[config.mk]
export PLATFORM = sky130hd
export DESIGN_NAME = dgclk_ctrl
export DESIGN_NICKNAME = d
export VERILOG_FILES = /design/src/rtl/dgclk_pkg.sv /design/src/rtl/dgclk_prescaler.sv /design/src/rtl/dgclk_ctrl.sv
export SDC_FILE = /design/constraint.sdc
export NUM_CORES = 1
export LEC_CHECK = 0
export ABC_AREA = 1
export CAP_MARGIN = 10
export CORE_UTILIZATION = 35
export DETAILED_ROUTE_END_ITERATION = 10
export GPL_TIMING_DRIVEN = 0
export MAX_ROUTING_LAYER = met4
export PLACE_DENSITY_LB_ADDON = 0.1
export SLEW_MARGIN = 20
export SYNTH_ARGS = -nofsm -noshare
export SYNTH_HDL_FRONTEND = slang
export SYNTH_HIERARCHICAL = 1
export SYNTH_SLANG_ARGS = --single-unit
[constraint.sdc]
create_clock -name clk -period 5.7 [get_ports clk]
set_input_delay 1.14 -clock clk [delete_from_list [all_inputs] [get_ports clk]]
set_output_delay 1.14 -clock clk [all_outputs]
set_load 0.1 [all_outputs]
[src/rtl/dgclk_pkg.sv]
// Shared definitions for the digital clock: controller state encoding
// and the field limits/widths used by the controller and time counter.
package dgclk_pkg;

   typedef enum logic [1:0] {
      RUN     = 2'd0,
      SET_HR  = 2'd1,
      SET_MIN = 2'd2
   } state_t;

   localparam int HR_MAX  = 23;
   localparam int MIN_MAX = 59;
   localparam int SEC_MAX = 59;

   localparam int HR_W  = 5;
   localparam int MIN_W = 6;
   localparam int SEC_W = 6;

endpackage

[src/rtl/dgclk_prescaler.sv]
// Free-running modulo-DIV counter with a synchronous clear.
// wrap flags the last count of each period (cnt == DIV-1).
module dgclk_prescaler #(
   parameter  int DIV = 50000000,
   localparam int CW  = (DIV > 1) ? $clog2(DIV) : 1
) (
   input  logic          clk,
   input  logic          rst,
   input  logic          clr,
   output logic [CW-1:0] cnt,
   output logic          wrap
);

   logic [CW-1:0] cnt_reg;

   assign cnt  = cnt_reg;
   assign wrap = (cnt_reg == CW'(DIV - 1));

   // Count 0..DIV-1 and wrap explicitly; clear restarts the period at 0.
   always_ff @(posedge clk) begin
      if (rst || clr) begin
         cnt_reg <= '0;
      end else if (wrap) begin
         cnt_reg <= '0;
      end else begin
         cnt_reg <= cnt_reg + CW'(1);
      end
   end

endmodule

[src/rtl/dgclk_ctrl.sv]
// Mode/edit controller for the digital clock: produces the 1 Hz advance
// enable in RUN, lets the user edit hours then minutes with two buttons,
// and commits the edited time with a one-cycle load strobe. An edit left
// idle for TIMEOUT_S seconds is abandoned without loading.
module dgclk_ctrl
   import dgclk_pkg::*;
#(
   parameter int CLK_DIV   = 50000000,
   parameter int TIMEOUT_S = 10
) (
   input  logic             clk,
   input  logic             rst,
   input  logic             btn_mode,
   input  logic             btn_inc,
   input  logic [HR_W-1:0]  cur_hr,
   input  logic [MIN_W-1:0] cur_min,
   output logic             sec_tick,
   output logic             load,
   output logic [HR_W-1:0]  ld_hr,
   output logic [MIN_W-1:0] ld_min,
   output logic [1:0]       mode,
   output logic             blink
);

   localparam int CNT_W  = (CLK_DIV > 1) ? $clog2(CLK_DIV) : 1;
   localparam int IDLE_W = $clog2(TIMEOUT_S + 1);

   state_t             state_reg, state_next;
   logic [HR_W-1:0]    edit_hr_reg, edit_hr_next;
   logic [MIN_W-1:0]   edit_min_reg, edit_min_next;
   logic [IDLE_W-1:0]  idle_cnt_reg, idle_cnt_next;
   logic               load_reg, load_next;
   logic [HR_W-1:0]    ld_hr_reg, ld_hr_next;
   logic [MIN_W-1:0]   ld_min_reg, ld_min_next;
   logic               btn_mode_prev_reg, btn_inc_prev_reg;

   logic [CNT_W-1:0]   cnt;
   logic               wrap;
   logic               mode_press, inc_press, timeout, state_change;

   // Period restarts on every state change so RUN always begins at cnt 0,
   // which keeps the first tick away from the load cycle.
   dgclk_prescaler #(
      .DIV (CLK_DIV)
   ) u_prescaler (
      .clk  (clk),
      .rst  (rst),
      .clr  (state_change),
      .cnt  (cnt),
      .wrap (wrap)
   );

   assign mode_press   = btn_mode & ~btn_mode_prev_reg;
   assign inc_press    = btn_inc & ~btn_inc_prev_reg;
   assign timeout      = wrap && (idle_cnt_reg == IDLE_W'(TIMEOUT_S - 1));
   assign state_change = (state_next != state_reg);

   assign sec_tick = (state_reg == RUN) && wrap;
   assign blink    = (state_reg != RUN) && (cnt < CNT_W'(CLK_DIV / 2));
   assign mode     = state_reg;
   assign load     = load_reg;
   assign ld_hr    = ld_hr_reg;
   assign ld_min   = ld_min_reg;

   // State, edit buffer, idle timer, load strobe and button history.
   always_ff @(posedge clk) begin
      if (rst) begin
         state_reg         <= RUN;
         edit_hr_reg       <= '0;
         edit_min_reg      <= '0;
         idle_cnt_reg      <= '0;
         load_reg          <= 1'b0;
         ld_hr_reg         <= '0;
         ld_min_reg        <= '0;
         btn_mode_prev_reg <= 1'b0;
         btn_inc_prev_reg  <= 1'b0;
      end else begin
         state_reg         <= state_next;
         edit_hr_reg       <= edit_hr_next;
         edit_min_reg      <= edit_min_next;
         idle_cnt_reg      <= idle_cnt_next;
         load_reg          <= load_next;
         ld_hr_reg         <= ld_hr_next;
         ld_min_reg        <= ld_min_next;
         btn_mode_prev_reg <= btn_mode;
         btn_inc_prev_reg  <= btn_inc;
      end
   end

   // Next state and edits; mode press beats timeout, which beats inc press.
   always_comb begin
      state_next    = state_reg;
      edit_hr_next  = edit_hr_reg;
      edit_min_next = edit_min_reg;
      load_next     = 1'b0;
      ld_hr_next    = '0;
      ld_min_next   = '0;
      case (state_reg)
         RUN: begin
            if (mode_press) begin
               state_next    = SET_HR;
               edit_hr_next  = cur_hr;
               edit_min_next = cur_min;
            end
         end
         SET_HR: begin
            if (mode_press) begin
               state_next = SET_MIN;
            end else if (timeout) begin
               state_next = RUN;
            end else if (inc_press) begin
               edit_hr_next = (edit_hr_reg == HR_W'(HR_MAX)) ? '0
                                                             : edit_hr_reg + HR_W'(1);
            end
         end
         SET_MIN: begin
            if (mode_press) begin
               state_next  = RUN;
               load_next   = 1'b1;
               ld_hr_next  = edit_hr_reg;
               ld_min_next = edit_min_reg;
            end else if (timeout) begin
               state_next = RUN;
            end else if (inc_press) begin
               edit_min_next = (edit_min_reg == MIN_W'(MIN_MAX)) ? '0
                                                                 : edit_min_reg + MIN_W'(1);
            end
         end
         default: begin
            state_next = RUN;
         end
      endcase
   end

   // Idle timer counts whole seconds without a press while editing.
   always_comb begin
      idle_cnt_next = idle_cnt_reg;
      if (state_change || (state_reg == RUN)) begin
         idle_cnt_next = '0;
      end else if (mode_press || inc_press) begin
         idle_cnt_next = '0;
      end else if (wrap) begin
         idle_cnt_next = (idle_cnt_reg == IDLE_W'(TIMEOUT_S)) ? '0
                                                              : idle_cnt_reg + IDLE_W'(1);
      end
   end

endmodule

# Word-level counts from Yosys, hierarchy flattened
# Index checks and enable logic that the tools add are counted.
[classes] n_addsub=4 n_mul=0 n_div=0 magnitude_cmp=1 eq_ne=15 n_shift=0 mux=19 bitwise_logic=6 n_reduce_logical=16
[ops] cell="6-bit two-way mux" n=5
[ops] cell="26-bit by 1-bit adder with 26-bit output, second input constant" n=1
[ops] cell="26-bit equality test, second input constant" n=1
[ops] cell="26-bit by 25-bit less-than comparator with 1-bit output, second input constant" n=1
[ops] cell="5-bit two-way mux" n=5
[ops] cell="2-bit inequality test, second input constant" n=7
[ops] cell="6-bit one-hot mux with 2 select lines" n=1
[ops] cell="5-bit one-hot mux with 2 select lines" n=1
[ops] cell="5-bit AND reduction" n=2
[ops] cell="4-bit equality test, second input constant" n=2
[ops] cell="2-bit two-way mux" n=4
[ops] cell="6-bit by 1-bit adder with 6-bit output, second input constant" n=1
[ops] cell="6-bit equality test, second input constant" n=1
[ops] cell="2-bit one-hot mux with 3 select lines" n=1
[ops] cell="2-bit nonzero test" n=3
[ops] cell="3-bit OR reduction" n=2
[ops] cell="5-bit by 1-bit adder with 5-bit output, second input constant" n=1
[ops] cell="5-bit equality test, second input constant" n=1
[ops] cell="4-bit by 1-bit adder with 4-bit output, second input constant" n=1
[ops] cell="4-bit two-way mux" n=1
[ops] cell="1-bit inverter" n=4
[ops] cell="2-bit OR reduction" n=2
[ops] cell="1-bit logical AND" n=3
[ops] cell="1-bit logical OR" n=3
[ops] cell="other kinds (6)" n=7
[word_totals] ff_bits=57 latchBits=0 mem_bits_rw=0 mem_bits_ro=0 output_inout_bits=16 n_memories=0

# Longest topological paths before layout
# Gate-level depths: netlist (run 1).
[depth] depth_word=8 depth_mapped=15

# Hierarchy
# Netlist (run 1), hierarchy kept.
[modules_own_cells] module="dgclk_ctrl" instances=1 cells_per_inst=240 area_per_inst_um2=1550.2
[modules_own_cells] module="dgclk_prescaler" instances=1 cells_per_inst=220 area_per_inst_um2=1453.9

# Worst setup path before layout (run 1)
# OpenSTA, ideal clock, no wires.
[synth_timing] path_kind="flip-flop to output port" start="register state_reg[0], in the netlist mode[0]" end="output port blink" arrival_time_ns=2.810 required_ns=4.560 path_slack_ns=1.750 path_stages_with_launch=5 path_buffers=0 path_cell_list="dfxtp_1 nor2_2 inv_2 nand2_1 a21oi_1"
[synth_via] elab_chain_cells=2
[synth_rtl] element="start, declared" line="dgclk_ctrl.sv:28" rtl="state_t state_reg, state_next;"
[synth_rtl] element="start signal, assigned" line="dgclk_ctrl.sv:78" rtl="state_reg <= state_next;"
[synth_rtl] element="2-bit nonzero test" line="dgclk_ctrl.sv:59" rtl="assign blink = (state_reg != RUN) && (cnt < CNT_W'(CLK_DIV / 2));"
[synth_rtl] element="1-bit logical AND" line="dgclk_ctrl.sv:59"
[synth_rtl] element="end, declared" line="dgclk_ctrl.sv:22" rtl="output logic blink"
# No other way between the ends.

# Worst setup path after layout (run 1)
[layout_timing] start="register u_prescaler.cnt_reg[0], in the netlist u_prescaler/cnt[0]" end="output port sec_tick"
[layout_via] elab_chain_cells=2
[layout_rtl] element="start, declared" line="dgclk_prescaler.sv:14" rtl="logic [CW-1:0] cnt_reg;"
[layout_rtl] element="start signal, assigned" line="dgclk_prescaler.sv:26" rtl="cnt_reg <= cnt_reg + CW'(1);"
[layout_rtl] element="26-bit equality test" line="dgclk_prescaler.sv:17" rtl="assign wrap = (cnt_reg == CW'(DIV - 1));"
[layout_rtl] element="net wrap" line="dgclk_ctrl.sv:38" rtl="logic wrap;"
[layout_rtl] element="1-bit logical AND" line="dgclk_ctrl.sv:58" rtl="assign sec_tick = (state_reg == RUN) && wrap;"
[layout_rtl] element="end, declared" line="dgclk_ctrl.sv:17" rtl="output logic sec_tick,"
# The timed path passes the listed nets, and every way through them passes these cells.

==> results of run 1 <==
placed cells by master (no fill, tap or decap), drive strengths merged, types with 5 or more instances in the layout:
cell type | synthesis | layout
o21ai | 11 | 11
nand2 | 140 | 140
clkbuf | 0 | 12
xor2 | 7 | 7
a21oi | 13 | 13
xnor2 | 9 | 9
nand4 | 5 | 5
nor2 | 111 | 111
dfxtp | 57 | 57
inv | 60 | 60
clkdlybuf4s50 | 0 | 30
nand3 | 27 | 27
worst reg2reg max path: stages (launching register included):
cell and delay [ns]:
dfxtp_1 0.37, ha_1 0.25, nand3_2 0.12, nor2_2 0.17, nand2_2 0.10, nor2_1 0.20, nand2_1 0.13, nor2_1 0.17
nand2_1 0.14, o21ai_1 0.17, or2_2 0.14, o21bai_4 0.17, buf_6 0.20, nor2_1 0.05
power breakdown:
part           internal (W)  switching (W)  total, W
clock              0.000282       0.000161  0.000443
sequential         0.000412      0.0000139  0.000426
combinational     0.0000422      0.0000764  0.000119
final cells by class:
cell class | instances | area, um2 | share of cell area
Buffer | 4 | 32.5 | 0.00885
Multi-Input combinational cell | 338 | 1600 | 0.436
Clock inverter | 4 | 73.8 | 0.0201
Sequential cell | 57 | 1140 | 0.311
Clock buffer | 12 | 165 | 0.0449
Inverter | 61 | 229 | 0.0623
Timing Repair Buffer | 30 | 300 | 0.0817
Tap cell | 105 | 131 | 0.0358
layer usage:
metal / wire (um) / vias to the layer above / share of wire
met3: 215 / 12 / 0.033
met1: 3030 / 1248 / 0.47
met2: 3120 / 44 / 0.48
li1: - / 1489 / -
met4: 126 / 0 / 0.019
met5: 0 / - / 0
per-stage QoR:
step	power, W	hold WS, ns	cell area (um2)	std cells	worst slack (ns)
CTS	0.00100	0.466	3670	611	1.55
global placement	0.000553	0.441	3440	595	1.94
global route	0.00104	0.491	3670	611	1.46
floorplan	0.000520	0.430	3000	460	1.75
finish	0.000987	0.462	3670	611	1.62
detailed placement	0.000554	0.459	3440	595	1.94
kinds of logic after synthesis:
group | after synthesis | synth area share
AOI/OAI and AO/OA | 27 | 0.0525
buffers and inverters | 65 | 0.0870
and+or+nand+nor | 292 | 0.421
DFF | 57 | 0.380
adders and majority gates | 3 | 0.0125
xor gates and xnor gates | 16 | 0.0466
worst min path at each step:
stage,endpoint,slack [ns],cells past startpoint
CTS,u_prescaler/cnt[0],0.47,1
global placement,u_prescaler/cnt[0],0.44,1
floorplan,u_prescaler/cnt[0],0.43,1
finish,u_prescaler/cnt[0],0.46,1
detailed placement,u_prescaler/cnt[0],0.46,1
global route,u_prescaler/cnt[0],0.49,1
==> run summary, run 1 <==
Worst setup SP type - flop
Slew @ Worst Pin - 0.984 ns
status - complete, no violations
max reg flops - 26
WP depth - 8
Post-CTS Resized - 0
pwr dens - 269 nW/um2
DRT iter0 DRCs - 79
CTS tree - built
clk buf depth - 2
Synth cell types - 33
GRT Max-Usage Layer - met2
fillcell total - 887
area grow syn2layout - 22.3%
final hold violation count - 0
grt total ovfl - 0
Starting Density - 0.364
Worst Path Buf+Inv - 2
async set-or-reset flop fraction in the synthesized netlist - 0
Yosys top cell by area - dfxtp_1
crit path capture type - output pin
setup TNS - 0 ns
count leader, synth - nand2_1
GR Util met1 - 0.180
slowest CP cell - clkdlybuf4s50_1
die width - 94.6 um
CTS buffer count - 9
cells after synthesis - 460
RR Endpoint - u_prescaler/cnt[24]
GRT Overall Usage - 0.168
register area share after synthesis - 0.380
Fmax - 0.245 GHz
M2 GR Usage - 0.291
Std-Cell Rows - 33
Vias per Instance - 4.57
initial antenna violation count - 0
Critical Path AT - 2.94 ns
WL/cell - 10.6 um
top post-synthesis cells by count - nand2_1 (134), nor2_1 (97), dfxtp_1 (57)
CP top delay family - buffers and inverters
share of cells above drive strength 1 - 0.101
DRC viols - 0
RSZ-0062 raised after global routing - no
Synth warnings - 6
hold_sp - u_prescaler/cnt[0]
Crit Path Max Fanout - 4
Clock Tree Root - clkbuf_8
Final Cycle Share - 0.716
average cell area after synthesis - 6.53 um2
Hold WC Path Type - flop to flop
Mapped Area - 3000 um2
r2r startpoint - u_prescaler/cnt[0]
die area - 8960 um2
Final #Nets - 519
fin crit period - 4.08 ns
first-pass GRT wire length - 11300 um
setup bufs post-CTS - 0
cell chain of the critical path - ha_1, nand3_2, nor2_2, nand2_2, nor2_1, inv_1, nor2_1, clkdlybuf4s50_1
hpwl dp - 5030 um
final wirelength - 6490 um
Post-DRT Antenna Nets - 0
worst skew pair latency - 0.33 ns
antenna fix cells - 0
setup slack, reg-to-reg - 3.20 ns
Die Y - 94.6 um
Layout Skew - 0.00663 ns
synth top area cells - dfxtp_1 (38%), nand2_1 (17%), nor2_1 (12%)
Final setup viols - 0
maximum VDD drop - 141 uV
placer congestion estimate - 0.816
CP max stage delay - 1.15 ns
clock transition at the registers of the reported paths - 0.06 ns
Max Slew Vio Count - 0
Rel. slew slack - 0.342
Worst setup endpoint - sec_tick
Most Frequent Cell on Critical Path - nor2_1
H-tree Lvls - 3
vias in the first global route - 2668
number of port buffers - 30
Worst Path Required - 4.56 ns
Syn Nets - 478
largest net degree at the start of global routing - 11
TritonRoute pass-1 iters - 4
hold_buf cts - 0
Num Clock Sinks - 57
GR met3 Demand/Resource - 0.0435
post-synth top area share - 0.380
MaxCap Viol Count - 0
Crit Path Class - flop to output pin
post-layout utilization of the core - 0.445
main flop type after synthesis - dfxtp_1
core area - 8260 um2
Critical path origin - u_prescaler/cnt[0]
leakage - 1.49 nW
number of flops mapped to enable cells by yosys - 0
register bit count reported by yosys - 57
via count - 2793
R2R depth - 13
I/O pin cnt - 31
No activity file was read; power rests on OpenSTA's default activity.
==> run 2, diff against run 1 <==
==> constraint.sdc (replaced) <==
create_clock -name clk -period 3.79 [get_ports clk]
set_input_delay 0.758 -clock clk [delete_from_list [all_inputs] [get_ports clk]]
set_output_delay 0.758 -clock clk [all_outputs]
set_load 0.1 [all_outputs]
==> run summary, run 2 (synthesis results as in run 1) <==
fin crit period - 3.31 ns
die width - 94.6 um (unchanged)
Layout Skew - 0.00634 ns (-0.000290 ns)
r2r startpoint - u_prescaler/cnt[0]
GRT Overall Usage - 0.168 (unchanged)
initial antenna violation count - 0 (unchanged)
share of cells above drive strength 1 - 0.101 (unchanged)
status - complete, no violations
via count - 2786 (-0.25%)
vias in the first global route - 2668 (unchanged)
most frequent cells in the layout - nand2_1 (134), nor2_1 (97), dfxtp_1 (57)
setup TNS - 0 ns (unchanged)
Std-Cell Rows - 33 (unchanged)
TritonRoute pass-1 iters - 5 (+1)
antenna fix cells - 0 (unchanged)
CTS buffer count - 9 (unchanged)
core area - 8260 um2 (unchanged)
pwr dens - 404 nW/um2 (+50%)
Fmax - 0.302 GHz
setup slack, reg-to-reg - 1.29 ns (-1.91 ns)
largest net degree at the start of global routing - 11 (unchanged)
Min Hold Slack - 0.462 ns (-0.0000240 ns)
H-tree Lvls - 3 (unchanged)
Clock Tree Root - clkbuf_8
Die Y - 94.6 um (unchanged)
Slew @ Worst Pin - 0.984 ns (-0.00000346 ns)
Final Cycle Share - 0.873
Final setup viols - 0 (unchanged)
RSZ-0062 raised after global routing - no
hpwl dp - 5030 um (unchanged)
crit path capture type - output pin
Critical Path AT - 2.55 ns (-0.39 ns)
number of port buffers - 30 (unchanged)
fillcell total - 887 (unchanged)
leakage - 1.51 nW (+1.3%)
die area - 8960 um2 (unchanged)
clock transition at the registers of the reported paths - 0.06 ns (about the same)
Post-DRT Antenna Nets - 0 (unchanged)
Final #Nets - 519 (unchanged)
area grow syn2layout - 22.4% (about the same)
Post-CTS Resized - 0 (unchanged)
final hold violation count - 0 (unchanged)
Crit Path Max Fanout - 4 (unchanged)
maximum VDD drop - 212 uV (+50%)
Max Slew Vio Count - 0 (unchanged)
first-pass GRT wire length - 11300 um (unchanged)
Worst Path Required - 3.03 ns (-1.53 ns)
worst slack, placed - 0.408 ns (-1.53 ns)
hold_sp - u_prescaler/cnt[0]
CTS tree - built
clk buf depth - 2 (unchanged)
Final WS setup - 0.481 ns (-1.14 ns)
Crit Path Class - flop to output pin
grt total ovfl - 0 (unchanged)
hold_buf cts - 0 (unchanged)
Critical path origin - u_prescaler/cnt[0]
WL/cell - 10.6 um (about the same)
Rel. slew slack - 0.342 (about the same)
Starting Density - 0.364 (unchanged)
Worst setup SP type - flop
placer congestion estimate - 0.816 (unchanged)
final wirelength - 6500 um (about the same)
Hold WC Path Type - flop to flop
commonest non-fill, non-tap cell in the layout - nand2_1
fin area - 3680 um2 (about the same)
Vias per Instance - 4.56 (-0.25%)
DRT iter0 DRCs - 79 (unchanged)
max reg flops - 26 (unchanged)
I/O pin cnt - 31 (unchanged)
worst skew pair latency - 0.33 ns (about the same)
DRC viols - 0 (unchanged)
post-layout utilization of the core - 0.445 (about the same)
MaxCap Viol Count - 0 (unchanged)
setup bufs post-CTS - 0 (unchanged)
Num Clock Sinks - 57 (unchanged)
area post-placement - 3440 um2 (unchanged)
## run 2: changes by cell type in the layout (fill, tap and decap cells not counted), sizes merged
cell	change
clkdlybuf4s50	-1
dlymetal6s2s	+1
## run 2: stage by stage
step	power [W]	std cells
3_5_place_dp	0.000833	595
6_report	0.00148	611
5_1_grt	0.00156	611
3_3_place_gp	0.000832	595
4_1_cts	0.00151	611
2_1_floorplan	0.000782	460
## run 2: final timing paths
path / cells after the start / to
setup / recovery: 8 / sec_tick
hold / removal: 1 / u_prescaler/cnt[0]
setup reg to reg: 13 / u_prescaler/cnt[24]
hold reg to reg: 1 / u_prescaler/cnt[0]
## run 2: per-layer routing
| layer | wire [um] | global-route usage | vias to the layer above |
|---|---|---|---|
| met5 | 0 | - | - |
| met4 | 126 | 0.0694 | 0 |
| met3 | 223 | 0.0435 | 12 |
| met2 | 3100 | 0.291 | 46 |
| met1 | 3050 | 0.180 | 1240 |
| li1 | - | - | 1488 |
## run 2: report_power, final
group	leakage, nW	total [W]	switching, W	internal [W]
Combinational	0.920	0.000178	0.000115	0.0000634
Sequential	0.463	0.000641	0.0000209	0.000620
Clock	0.123	0.000666	0.000242	0.000424
Total	1.51	0.00148	0.000377	0.00111
## run 2: critical path, cell delays in order, from the launching register on
cell,delay (ns)
dfxtp_1,0.37
ha_1,0.25
nand3_2,0.12
nor2_2,0.17
nand2_2,0.10
nor2_1,0.20
inv_1,0.10
nor2_1,0.14
dlymetal6s2s_1,0.76
## run 2: final cells by class
class | instances | area [um2] | share of cell area
clock buffer | 12 | 165 | 0.0449
clock inverter | 4 | 73.8 | 0.0201
buffer | 4 | 32.5 | 0.00885
inverter | 61 | 229 | 0.0623
timing repair buffer | 30 | 303 | 0.0823
multi-input combinational | 338 | 1600 | 0.436
sequential | 57 | 1140 | 0.310
tap | 105 | 131 | 0.0357
==> run 3, diff against run 2 <==
--- a/config.mk
+++ b/config.mk
@@ -12,7 +12,6 @@
 export GPL_TIMING_DRIVEN = 0
 export MAX_ROUTING_LAYER = met4
 export PLACE_DENSITY_LB_ADDON = 0.1
-export SLEW_MARGIN = 20
 export SYNTH_ARGS = -nofsm -noshare
 export SYNTH_HDL_FRONTEND = slang
 export SYNTH_HIERARCHICAL = 1
==> results of run 3 <==
No change in the layout: final DEF, timing and power equal those of run 2.
